File: config.mk
export PLATFORM = sky130hd
export DESIGN_NAME = app_spi_master
export DESIGN_NICKNAME = d
export VERILOG_FILES = /design/src/rtl/app_spi_pkg.sv /design/src/rtl/app_spi_clkgen.sv /design/src/rtl/app_spi_master.sv
export SDC_FILE = /design/constraint.sdc
export NUM_CORES = 1
export LEC_CHECK = 0
export ABC_AREA = 1
export CAP_MARGIN = 40
export CORE_UTILIZATION = 30
export CTS_BUF_LIST = sky130_fd_sc_hd__clkbuf_4 sky130_fd_sc_hd__clkbuf_8 sky130_fd_sc_hd__clkbuf_16
export DETAILED_ROUTE_END_ITERATION = 16
export DONT_BUFFER_PORTS = 1
export PLACE_DENSITY_LB_ADDON = 0.05
export SYNTH_ARGS = -nofsm -noshare
export SYNTH_HDL_FRONTEND = slang
export SYNTH_HIERARCHICAL = 1
export SYNTH_SLANG_ARGS = --single-unit
export TNS_END_PERCENT = 50
File: constraint.sdc
create_clock -name OPB_CLK -period 2.1 [get_ports OPB_CLK]
set_clock_uncertainty 0.1 [all_clocks]
set_input_delay 0.105 -clock OPB_CLK [delete_from_list [all_inputs] [get_ports OPB_CLK]]
set_output_delay 0.105 -clock OPB_CLK [all_outputs]
set_load 0.01 [all_outputs]
File: src/rtl/app_spi_pkg.sv
// Shared constants for the application-FPGA SPI master: register map,
// register bit positions and FSM state encodings.
package app_spi_pkg;

  localparam logic [1:0] REG_CTRL   = 2'd0;
  localparam logic [1:0] REG_TXDATA = 2'd1;
  localparam logic [1:0] REG_RXDATA = 2'd2;
  localparam logic [1:0] REG_STATUS = 2'd3;

  localparam int CTRL_CS_SEL_BIT  = 0;
  localparam int CTRL_CS_HOLD_BIT = 1;
  localparam int CTRL_DIV_LSB     = 8;

  localparam int STAT_BUSY_BIT = 0;
  localparam int STAT_DONE_BIT = 1;
  localparam int STAT_OVR_BIT  = 2;

  typedef logic [2:0] spi_state_t;
  localparam spi_state_t ST_IDLE  = 3'd0;
  localparam spi_state_t ST_SETUP = 3'd1;
  localparam spi_state_t ST_SHIFT = 3'd2;
  localparam spi_state_t ST_HOLD  = 3'd3;
  localparam spi_state_t ST_DONE  = 3'd4;

  // One-hot channel enable: bit 0 = SPI0, bit 1 = SPI1.
  function automatic logic [1:0] chan_onehot(input logic sel);
    return sel ? 2'b10 : 2'b01;
  endfunction

endpackage

File: src/rtl/app_spi_clkgen.sv
// SCK half-period timer: a loadable down-counter that ticks for one cycle
// every div+1 clocks, restartable so the first half-period starts cleanly.
module app_spi_clkgen #(
  parameter int DIV_W = 8
) (
  input  logic             clk,
  input  logic             rst_n,
  input  logic             restart,
  input  logic [DIV_W-1:0] div,
  output logic             tick
);

  logic [DIV_W-1:0] cnt_r;

  // Reload on restart or when the current half-period expires.
  always_ff @(posedge clk or negedge rst_n) begin
    if (!rst_n) begin
      cnt_r <= '0;
    end else if (restart || (cnt_r == '0)) begin
      cnt_r <= div;
    end else begin
      cnt_r <= cnt_r - DIV_W'(1);
    end
  end

  assign tick = (cnt_r == '0);

endmodule

File: src/rtl/app_spi_master.sv
// OPB-attached mode-0 SPI master for the two application-FPGA channels:
// register file, transfer FSM, shift registers and bit counter.
module app_spi_master
  import app_spi_pkg::*;
#(
  parameter int DIV_W     = 8,
  parameter int DATA_BITS = 8
) (
  input  logic        OPB_CLK,
  input  logic        OPB_RST_N,
  input  logic [31:0] OPB_ADDR,
  input  logic [31:0] OPB_DI,
  output logic [31:0] OPB_DO,
  input  logic        SPI_WE,
  input  logic        SPI_RE,
  output logic        APP_FPGA_SPI_CLK,
  output logic        APP_FPGA_SPI0_CS_N,
  output logic        APP_FPGA_SPI1_CS_N,
  output logic        APP_FPGA_SPI0_MOSI,
  output logic        APP_FPGA_SPI1_MOSI,
  input  logic        APP_FPGA_SPI0_MISO,
  input  logic        APP_FPGA_SPI1_MISO,
  output logic        SPI_IRQ
);

  localparam int CNT_W = $clog2(DATA_BITS) + 1;

  logic [1:0]           reg_sel_s;
  logic                 wr_ctrl_s, wr_tx_s, wr_stat_s, rd_rx_s;
  logic                 accept_ok_s, start_s, ovr_set_s, done_set_s, restart_s, tick_s;
  logic                 ctrl_cs_sel_r, ctrl_cs_hold_r;
  logic [DIV_W-1:0]     ctrl_div_r;
  logic                 done_r, ovr_r, busy_r;
  logic [DATA_BITS-1:0] rxdata_r;
  spi_state_t           state_r;
  logic                 armed_r, cur_sel_r;
  logic [DIV_W-1:0]     cur_div_r;
  logic [DATA_BITS-1:0] tx_shift_r, rx_shift_r, tx_next_s, rx_next_s;
  logic [CNT_W-1:0]     bit_cnt_r;
  logic                 sck_r, cs0_n_r, cs1_n_r, mosi0_r, mosi1_r, irq_r;
  logic [31:0]          rd_data_s, opb_do_r;
  logic [1:0]           chan_en_s;
  logic                 miso_s;
  logic                 unused_s;

  assign reg_sel_s   = OPB_ADDR[3:2];
  assign wr_ctrl_s   = SPI_WE && (reg_sel_s == REG_CTRL);
  assign wr_tx_s     = SPI_WE && (reg_sel_s == REG_TXDATA);
  assign wr_stat_s   = SPI_WE && (reg_sel_s == REG_STATUS);
  assign rd_rx_s     = SPI_RE && (reg_sel_s == REG_RXDATA);
  // DONE is already "not busy", so a new byte may start there.
  assign accept_ok_s = (state_r == ST_IDLE) || (state_r == ST_DONE);
  assign start_s     = wr_tx_s && accept_ok_s;
  assign ovr_set_s   = wr_tx_s && !accept_ok_s;
  assign done_set_s  = (state_r == ST_HOLD) && tick_s;
  assign restart_s   = (state_r == ST_SETUP) && !armed_r;
  assign chan_en_s   = chan_onehot(cur_sel_r);
  assign miso_s      = cur_sel_r ? APP_FPGA_SPI1_MISO : APP_FPGA_SPI0_MISO;
  assign tx_next_s   = tx_shift_r << 1;
  assign rx_next_s   = (rx_shift_r << 1) | DATA_BITS'(miso_s);
  assign unused_s    = ^{OPB_ADDR[31:4], OPB_ADDR[1:0], OPB_DI};

  app_spi_clkgen #(.DIV_W(DIV_W)) u_clkgen (
    .clk     (OPB_CLK),
    .rst_n   (OPB_RST_N),
    .restart (restart_s),
    .div     (cur_div_r),
    .tick    (tick_s)
  );

  // Read-data mux; RXDATA bypasses to the fresh byte in the done-set cycle.
  always_comb begin
    rd_data_s = 32'd0;
    case (reg_sel_s)
      REG_CTRL: begin
        rd_data_s[CTRL_CS_SEL_BIT]            = ctrl_cs_sel_r;
        rd_data_s[CTRL_CS_HOLD_BIT]           = ctrl_cs_hold_r;
        rd_data_s[CTRL_DIV_LSB +: DIV_W]      = ctrl_div_r;
      end
      REG_RXDATA: rd_data_s[DATA_BITS-1:0]  = done_set_s ? rx_shift_r : rxdata_r;
      REG_STATUS: begin
        rd_data_s[STAT_BUSY_BIT]              = busy_r;
        rd_data_s[STAT_DONE_BIT]              = done_r;
        rd_data_s[STAT_OVR_BIT]               = ovr_r;
      end
      default: rd_data_s = 32'd0;
    endcase
  end

  // Register file, sticky flags and registered read port.
  always_ff @(posedge OPB_CLK or negedge OPB_RST_N) begin
    if (!OPB_RST_N) begin
      ctrl_cs_sel_r  <= 1'b0;
      ctrl_cs_hold_r <= 1'b0;
      ctrl_div_r     <= '0;
      done_r         <= 1'b0;
      ovr_r          <= 1'b0;
      rxdata_r       <= '0;
      opb_do_r       <= 32'd0;
    end else begin
      if (wr_ctrl_s) begin
        ctrl_cs_sel_r  <= OPB_DI[CTRL_CS_SEL_BIT];
        ctrl_cs_hold_r <= OPB_DI[CTRL_CS_HOLD_BIT];
        ctrl_div_r     <= OPB_DI[CTRL_DIV_LSB +: DIV_W];
      end
      if (ovr_set_s)                             ovr_r <= 1'b1;
      else if (wr_stat_s && OPB_DI[STAT_OVR_BIT]) ovr_r <= 1'b0;
      if (done_set_s)   done_r <= 1'b1;
      else if (rd_rx_s) done_r <= 1'b0;
      if (done_set_s) rxdata_r <= rx_shift_r;
      if (SPI_RE)     opb_do_r <= rd_data_s;
    end
  end

  // Transfer FSM driving SCK, chip selects and MOSI from registers.
  always_ff @(posedge OPB_CLK or negedge OPB_RST_N) begin
    if (!OPB_RST_N) begin
      state_r    <= ST_IDLE;
      armed_r    <= 1'b0;
      busy_r     <= 1'b0;
      cur_sel_r  <= 1'b0;
      cur_div_r  <= '0;
      tx_shift_r <= '0;
      rx_shift_r <= '0;
      bit_cnt_r  <= '0;
      sck_r      <= 1'b0;
      cs0_n_r    <= 1'b1;
      cs1_n_r    <= 1'b1;
      mosi0_r    <= 1'b0;
      mosi1_r    <= 1'b0;
      irq_r      <= 1'b0;
    end else begin
      irq_r <= 1'b0;
      case (state_r)
        ST_IDLE, ST_DONE: begin
          if (start_s) begin
            state_r    <= ST_SETUP;
            armed_r    <= 1'b0;
            cur_sel_r  <= ctrl_cs_sel_r;
            cur_div_r  <= ctrl_div_r;
            tx_shift_r <= OPB_DI[DATA_BITS-1:0];
            bit_cnt_r  <= '0;
          end else begin
            state_r <= ST_IDLE;
            if (wr_ctrl_s && !OPB_DI[CTRL_CS_HOLD_BIT]) begin
              cs0_n_r <= 1'b1;
              cs1_n_r <= 1'b1;
              mosi0_r <= 1'b0;
              mosi1_r <= 1'b0;
            end
          end
        end
        ST_SETUP: begin
          if (!armed_r) begin
            armed_r <= 1'b1;
            busy_r  <= 1'b1;
            cs0_n_r <= !chan_en_s[0];
            cs1_n_r <= !chan_en_s[1];
            mosi0_r <= chan_en_s[0] & tx_shift_r[DATA_BITS-1];
            mosi1_r <= chan_en_s[1] & tx_shift_r[DATA_BITS-1];
          end else if (tick_s) begin
            sck_r      <= 1'b1;
            rx_shift_r <= rx_next_s;
            state_r    <= ST_SHIFT;
          end
        end
        ST_SHIFT: begin
          if (tick_s && !sck_r) begin
            sck_r      <= 1'b1;
            rx_shift_r <= rx_next_s;
          end else if (tick_s) begin
            sck_r <= 1'b0;
            if (bit_cnt_r == CNT_W'(DATA_BITS - 1)) begin
              state_r <= ST_HOLD;
            end else begin
              bit_cnt_r  <= bit_cnt_r + CNT_W'(1);
              tx_shift_r <= tx_next_s;
              mosi0_r    <= chan_en_s[0] & tx_next_s[DATA_BITS-1];
              mosi1_r    <= chan_en_s[1] & tx_next_s[DATA_BITS-1];
            end
          end
        end
        ST_HOLD: begin
          if (tick_s) begin
            state_r <= ST_DONE;
            busy_r  <= 1'b0;
            irq_r   <= 1'b1;
            if (!ctrl_cs_hold_r) begin
              cs0_n_r <= 1'b1;
              cs1_n_r <= 1'b1;
              mosi0_r <= 1'b0;
              mosi1_r <= 1'b0;
            end
          end
        end
        default: state_r <= ST_IDLE;
      endcase
    end
  end

  assign OPB_DO             = opb_do_r;
  assign APP_FPGA_SPI_CLK   = sck_r;
  assign APP_FPGA_SPI0_CS_N = cs0_n_r;
  assign APP_FPGA_SPI1_CS_N = cs1_n_r;
  assign APP_FPGA_SPI0_MOSI = mosi0_r;
  assign APP_FPGA_SPI1_MOSI = mosi1_r;
  assign SPI_IRQ            = irq_r;

endmodule

# Yosys cells after proc, flatten, opt, wreduce, memory -nomap -nowiden

Cells that the tools add are included.

Flip-flop bits (word level): 84
Input bits: 70
Logic and storage cells: 158
Output and inout port bits: 38

Muxes and demuxes: 67
Add/subtract/negate cells: 2
Equal/unequal tests: 22
Bitwise operators: 5
Reduce and logical (&&, ||, !) cells: 40

Operator list:

| kind                                                                   | number |
|---|---|
| 8-bit two-way mux                                                      | 10 |
| 1-bit two-way mux                                                      | 32 |
| 8-bit one-hot mux with 2 select lines                                  | 2 |
| 2-bit != test (second input constant)                                  | 13 |
| 3-bit two-way mux                                                      | 6 |
| 4-bit two-way mux                                                      | 4 |
| 3-bit one-hot mux with 4 select lines                                  | 1 |
| 6-bit AND reduction                                                    | 2 |
| 2-bit nonzero test                                                     | 6 |
| 1-bit logical AND                                                      | 11 |
| 9-bit AND reduction                                                    | 1 |
| 8-bit logical NOT                                                      | 1 |
| 8-bit by 1-bit OR with 8-bit output                                    | 1 |
| 1-bit one-hot mux with 2 select lines                                  | 4 |
| 1-bit one-hot mux with 4 select lines                                  | 2 |
| 4-bit one-hot mux with 2 select lines                                  | 1 |
| 4-bit AND reduction                                                    | 2 |
| 8-bit by 1-bit subtractor with 8-bit output (second input constant)    | 1 |
| 3-bit by 2-bit equality test with 1-bit output (second input constant) | 2 |
| 1-bit logical NOT                                                      | 6 |
| 1-bit one-hot mux with 3 select lines                                  | 2 |
| 2-bit one-hot mux with 3 select lines                                  | 1 |
| 5-bit two-way mux                                                      | 1 |
| 5-bit AND reduction                                                    | 1 |
| 17 further kinds                                                       | 23 |

# Longest topological paths before layout

Depth after elaboration: 6
Mapped depth: 13
Depth with buffers taken out: 12

# Modules after synthesis

The synthesis kept the hierarchy.

Modules (own cells, without submodules):

| module         | seq. area each (um^2) | area each (um^2) | cells an instance | instances |
|---|---|---|---|---|
| app_spi_master | 1904.3                | 3542.1           | 412               | 1 |
| app_spi_clkgen | 200.2                 | 501.7            | 63                | 1 |

# Worst setup path before layout

No wires, ideal clock.

Kind: reg-to-reg
From: register u_clkgen.cnt_r[0]
To: register rx_shift_r[0]
Cell stages (with the launch flop): 12
Buffers on the path: 2
Setup slack: 0.188 ns
Library setup time: 0.126 ns
Arrival time: 1.686 ns
Period minus slack after synthesis: 1.912 ns
Data required time: 1.874 ns
Cells stage by stage: dfrtp_1 -> inv_1 -> ha_1 -> nand3_1 -> nor2_2 -> buf_2 -> inv_1 -> nor2_1 -> nand2_1 -> o21ai_2 -> buf_4 -> o21ai_0

Word-level cells in the longest chain between the ends: 4
Elaborated cells on any way between the ends: 5
Classes of those cells: eq/ne (2); reduce/logical (3)

Ends and longest elaborated chain:

| element                                | RTL line              | text |
|---|---|---|
| start, declared                        | app_spi_clkgen.sv:13  | `logic [DIV_W-1:0] cnt_r;` |
| start signal, assigned                 | app_spi_clkgen.sv:20  | `cnt_r <= div;` |
| start signal, assigned                 | app_spi_clkgen.sv:22  | `cnt_r <= cnt_r - DIV_W'(1);` |
| 8-bit logical NOT *                    | app_spi_clkgen.sv:26  | `assign tick = (cnt_r == '0);` |
| net tick_s                             | app_spi_master.sv:30  | `logic accept_ok_s, start_s, ovr_set_s, done_set_s, restart_s, tick_s;` |
| 1-bit logical AND                      | app_spi_master.sv:168 | `if (tick_s && !sck_r) begin` |
| 2-bit != test (no source line)         | n/a                   |  |
| 4-bit AND reduction (no source line) * | n/a                   |  |
| end signal, assigned                   | app_spi_master.sv:163 | `rx_shift_r <= rx_next_s;` |
| end signal, assigned                   | app_spi_master.sv:170 | `rx_shift_r <= rx_next_s;` |
| end, declared                          | app_spi_master.sv:38  | `logic [DATA_BITS-1:0] tx_shift_r, rx_shift_r, tx_next_s, rx_next_s;` |

The timed path passes the listed nets; every way through them passes the cells marked *.
A chain may end at the register's enable or synchronous reset.

# Final worst setup path

From: input port SPI_WE
To: register ovr_r

Word-level cells in the longest chain between the ends: 3
Elaborated cells on any way between the ends: 6
Classes of those cells: mux (1); reduce/logical (5)

Ends and longest elaborated chain:

| element                                                 | RTL line                                    | text |
|---|---|---|
| start, declared                                         | app_spi_master.sv:14                        | `input logic SPI_WE,` |
| 1-bit logical AND (on tied branches)                    | app_spi_master.sv:48, app_spi_master.sv:49  |  |
| 1-bit logical AND (on tied branches)                    | app_spi_master.sv:54, app_spi_master.sv:107 |  |
| 1-bit two-way mux or 2-bit nonzero test (tied branches) | n/a                                         |  |
| end signal, assigned                                    | app_spi_master.sv:97                        | `ovr_r <= 1'b0;` |
| end signal, assigned                                    | app_spi_master.sv:106                       | `if (ovr_set_s) ovr_r <= 1'b1;` |
| end signal, assigned                                    | app_spi_master.sv:107                       | `else if (wr_stat_s && OPB_DI[STAT_OVR_BIT]) ovr_r <= 1'b0;` |
| end, declared                                           | app_spi_master.sv:33                        | `logic done_r, ovr_r, busy_r;` |

Parallel ways exist; a longest one is shown, timed or not.

==> summary.txt <==
Status = complete, but fails checks
Failing checks = hold timing
Die area = 13900 µm²
Site Rows = 42
Slew Limit Fails = 0
Routed len/inst = 13.5 µm
CTS buffer count = 9
CTS root buffer = clkbuf_16
CTS Hold Buffers Added = 31
Clock buffer depth = 2
Fraction of layout cells with a size suffix above 1 = 11.9%
Critical path peak fanout = 4
# setup viols final = 0
Final Hold Viols = 84
Most frequent cells in the layout = 144 x nand2_1, 82 x dfrtp_1, 60 x inv_1
Synth Flop Type = dfrtp_1
RSZ-0062 raised after global routing = true
Via density = 4.36
Leakage dissipation = 2.33 nW
First-pass GRT wire length = 15800 µm
Pin count of the biggest net entering global routing = 85
Critical path class = in2reg
Synth warnings = 6
IO buf count = 0
Worst-Skew Late Latency = 340 ps
Max IR drop VDD = 0.436 mV
Post-Synthesis Cells = 475
Final WS setup = 71.8 ps
Final nets = 583
Grt total ovfl = 0
Tot GR Track Use = 14.7%
Total power = 0.00592 W
Syn Area/Cell = 8.51 µm²
Minimum clock period after layout = 2030 ps
Post-synth EDFFs = 0
Slew headroom = 53.4%
Setup TNS = 0 ps
Util after Layout = 36.2%
Post-route ant nets = 0
Die width = 118 µm
Max Cap Violations = 0
Distinct cell type count after synthesis = 34
Slowest stage cell, crit path = dlygate4sd3_1
Syn Std Cell Area = 4040 µm²
Fin crit share = 96.6%
Cell repeated most along the worst path = dlygate4sd3_1
Die Height = 118 µm
Most common cell after layout, fill and taps aside = nand2_1
Drc violations = 0
Type of destination of the critical path = register
Dpl hpwl = 6370 µm
Asr flop ratio synth = 100%
CP max stage delay = 640 ps
Hold crit path type = in2async
WL final = 9340 µm
CTS H-Tree Depth = 3
Initial Util = 30.7%
Diodes inserted = 0
Hold Slack = -641 ps
Clk slew on worst S/H paths = 60 ps
Pre-CTS setup slack = 169 ps
Critical Path AT = 2160 ps
CP Data Required Time = 2230 ps
Core footprint = 13200 µm²
IO Pins = 108
Pwr/cell area = 1240 nW/µm²
DR pass1 iterations = 5
Initial antenna violation count = 0
Clock Sinks = 84
Layout area overhead = 18.0%
Vias post-DR = 3007
Fmax = 493 MHz
Filler instances = 1383
Number of synthesized register bits = 84
Worst Setup Start Kind = primary input
Register area share after synthesis = 52.0%
Worst-margin pin slew = 699 ps
Routability Congestion = 0.742
TritonCTS clock tree = built
Vias in the first global route = 3044
DR iter-0 viols = 156
Critical path, cell by cell = dlygate4sd3_1, nand4_1, dlygate4sd3_1, a32o_1, dlygate4sd3_1
## cell usage after synthesis, types with 2 or more instances
| master | n | area share [%] |
|---|---|---|
| inv_1 | 60 | 5.6 |
| o21ai_2 | 13 | 2.8 |
| inv_2 | 4 | 0.37 |
| a21oi_1 | 3 | 0.37 |
| nand2_4 | 2 | 0.56 |
| and2_1 | 2 | 0.31 |
| nand2_1 | 144 | 13 |
| o31ai_1 | 9 | 1.7 |
| ha_1 | 3 | 0.93 |
| nand3_2 | 3 | 0.74 |
| dfstp_2 | 2 | 1.3 |
| nor2_4 | 4 | 1.1 |
| nand3_1 | 23 | 2.8 |
| clkbuf_1 | 4 | 0.37 |
| nand4_1 | 3 | 0.46 |
| o21ai_0 | 47 | 5.8 |
| xnor2_1 | 3 | 0.65 |
| buf_4 | 17 | 3.2 |
| o21ai_1 | 7 | 0.87 |
| buf_2 | 3 | 0.37 |
| buf_6 | 3 | 0.84 |
| nand2_2 | 4 | 0.62 |
| nor2_2 | 6 | 0.93 |
| dfrtp_1 | 82 | 51 |
| nor2_1 | 15 | 1.4 |
## state kept, by name, indices dropped and copies added (netlist names), 3 cells and up
name / cells
state_r: 3
u_clkgen/cnt_r: 8
tx_shift_r: 8
rxdata_r: 8
rx_shift_r: 8
bit_cnt_r: 4
ctrl_div_r: 8
cur_div_r: 8
OPB_DO: 16
## routing by layer
layer	global-route usage, %	routed length (µm)	vias to the layer above
met2	22.2	4170	51
met5	0	0	-
li1	-	-	1534
met1	19.9	4620	1411
met3	3.39	369	11
met4	6.97	183	0
## layout make-up
cell class              instances  area (µm²)  share of cell area [%]
repair buffers                 37         359                    7.52
flip-flops and latches         84        2100                    44.1
well taps                     176         220                    4.61
multi-input cells             313        1550                    32.5
clock inverters                 6        65.1                    1.36
inverters                      65         246                    5.16
clock buffers                   9         225                    4.72
## power breakdown
group / internal, W / switching [W]
combinational: 0.000655 / 0.00109
sequential: 0.00216 / 0.000421
clock: 0.000917 / 0.000679
## critical path: cells and delay by family
kind / cells / cell delay (ps)
simple gates: 1 / 110
buf+inv: 3 / 1750
compound gates: 1 / 200
## stage by stage
stage	area, µm²	instances
after CTS	4750	688
after floorplan	4100	490
after global placement	4150	642
after global routing	4770	690
after detailed placement	4150	642
final	4770	690
## logic make-up after synthesis
kind of cell / synth area share, %
and+or+nand+nor: 22.5
buffers and inverters: 11.0
DFF: 52.0
AOI/OAI and AO/OA: 12.6
xor gates and xnor gates: 0.866
adders and majority gates: 0.928
other: 0.0927
## final timing paths
path / slack, ps / cells after the start / to / from
setup / recovery: 70 / 5 / ovr_r / SPI_WE
hold / removal: -640 / 0 / u_clkgen/cnt_r[1] / OPB_RST_N
setup reg to reg: 180 / 10 / rx_shift_r[4] / u_clkgen/cnt_r[0]
hold reg to reg: 370 / 2 / done_r / done_r
max in group asynchronous: 2330 / 0 / APP_FPGA_SPI0_CS_N / OPB_RST_N
min in group OPB_CLK: 10 / 5 / OPB_DO[1] / OPB_ADDR[2]
## repair_timing
action	4_1_cts	5_1_grt
setup endpoints to repair	0	4
gates resized for setup	0	1
buffers inserted	0	2
hold endpoints to repair	109	84
No activity file was read; power rests on OpenSTA's default activity.
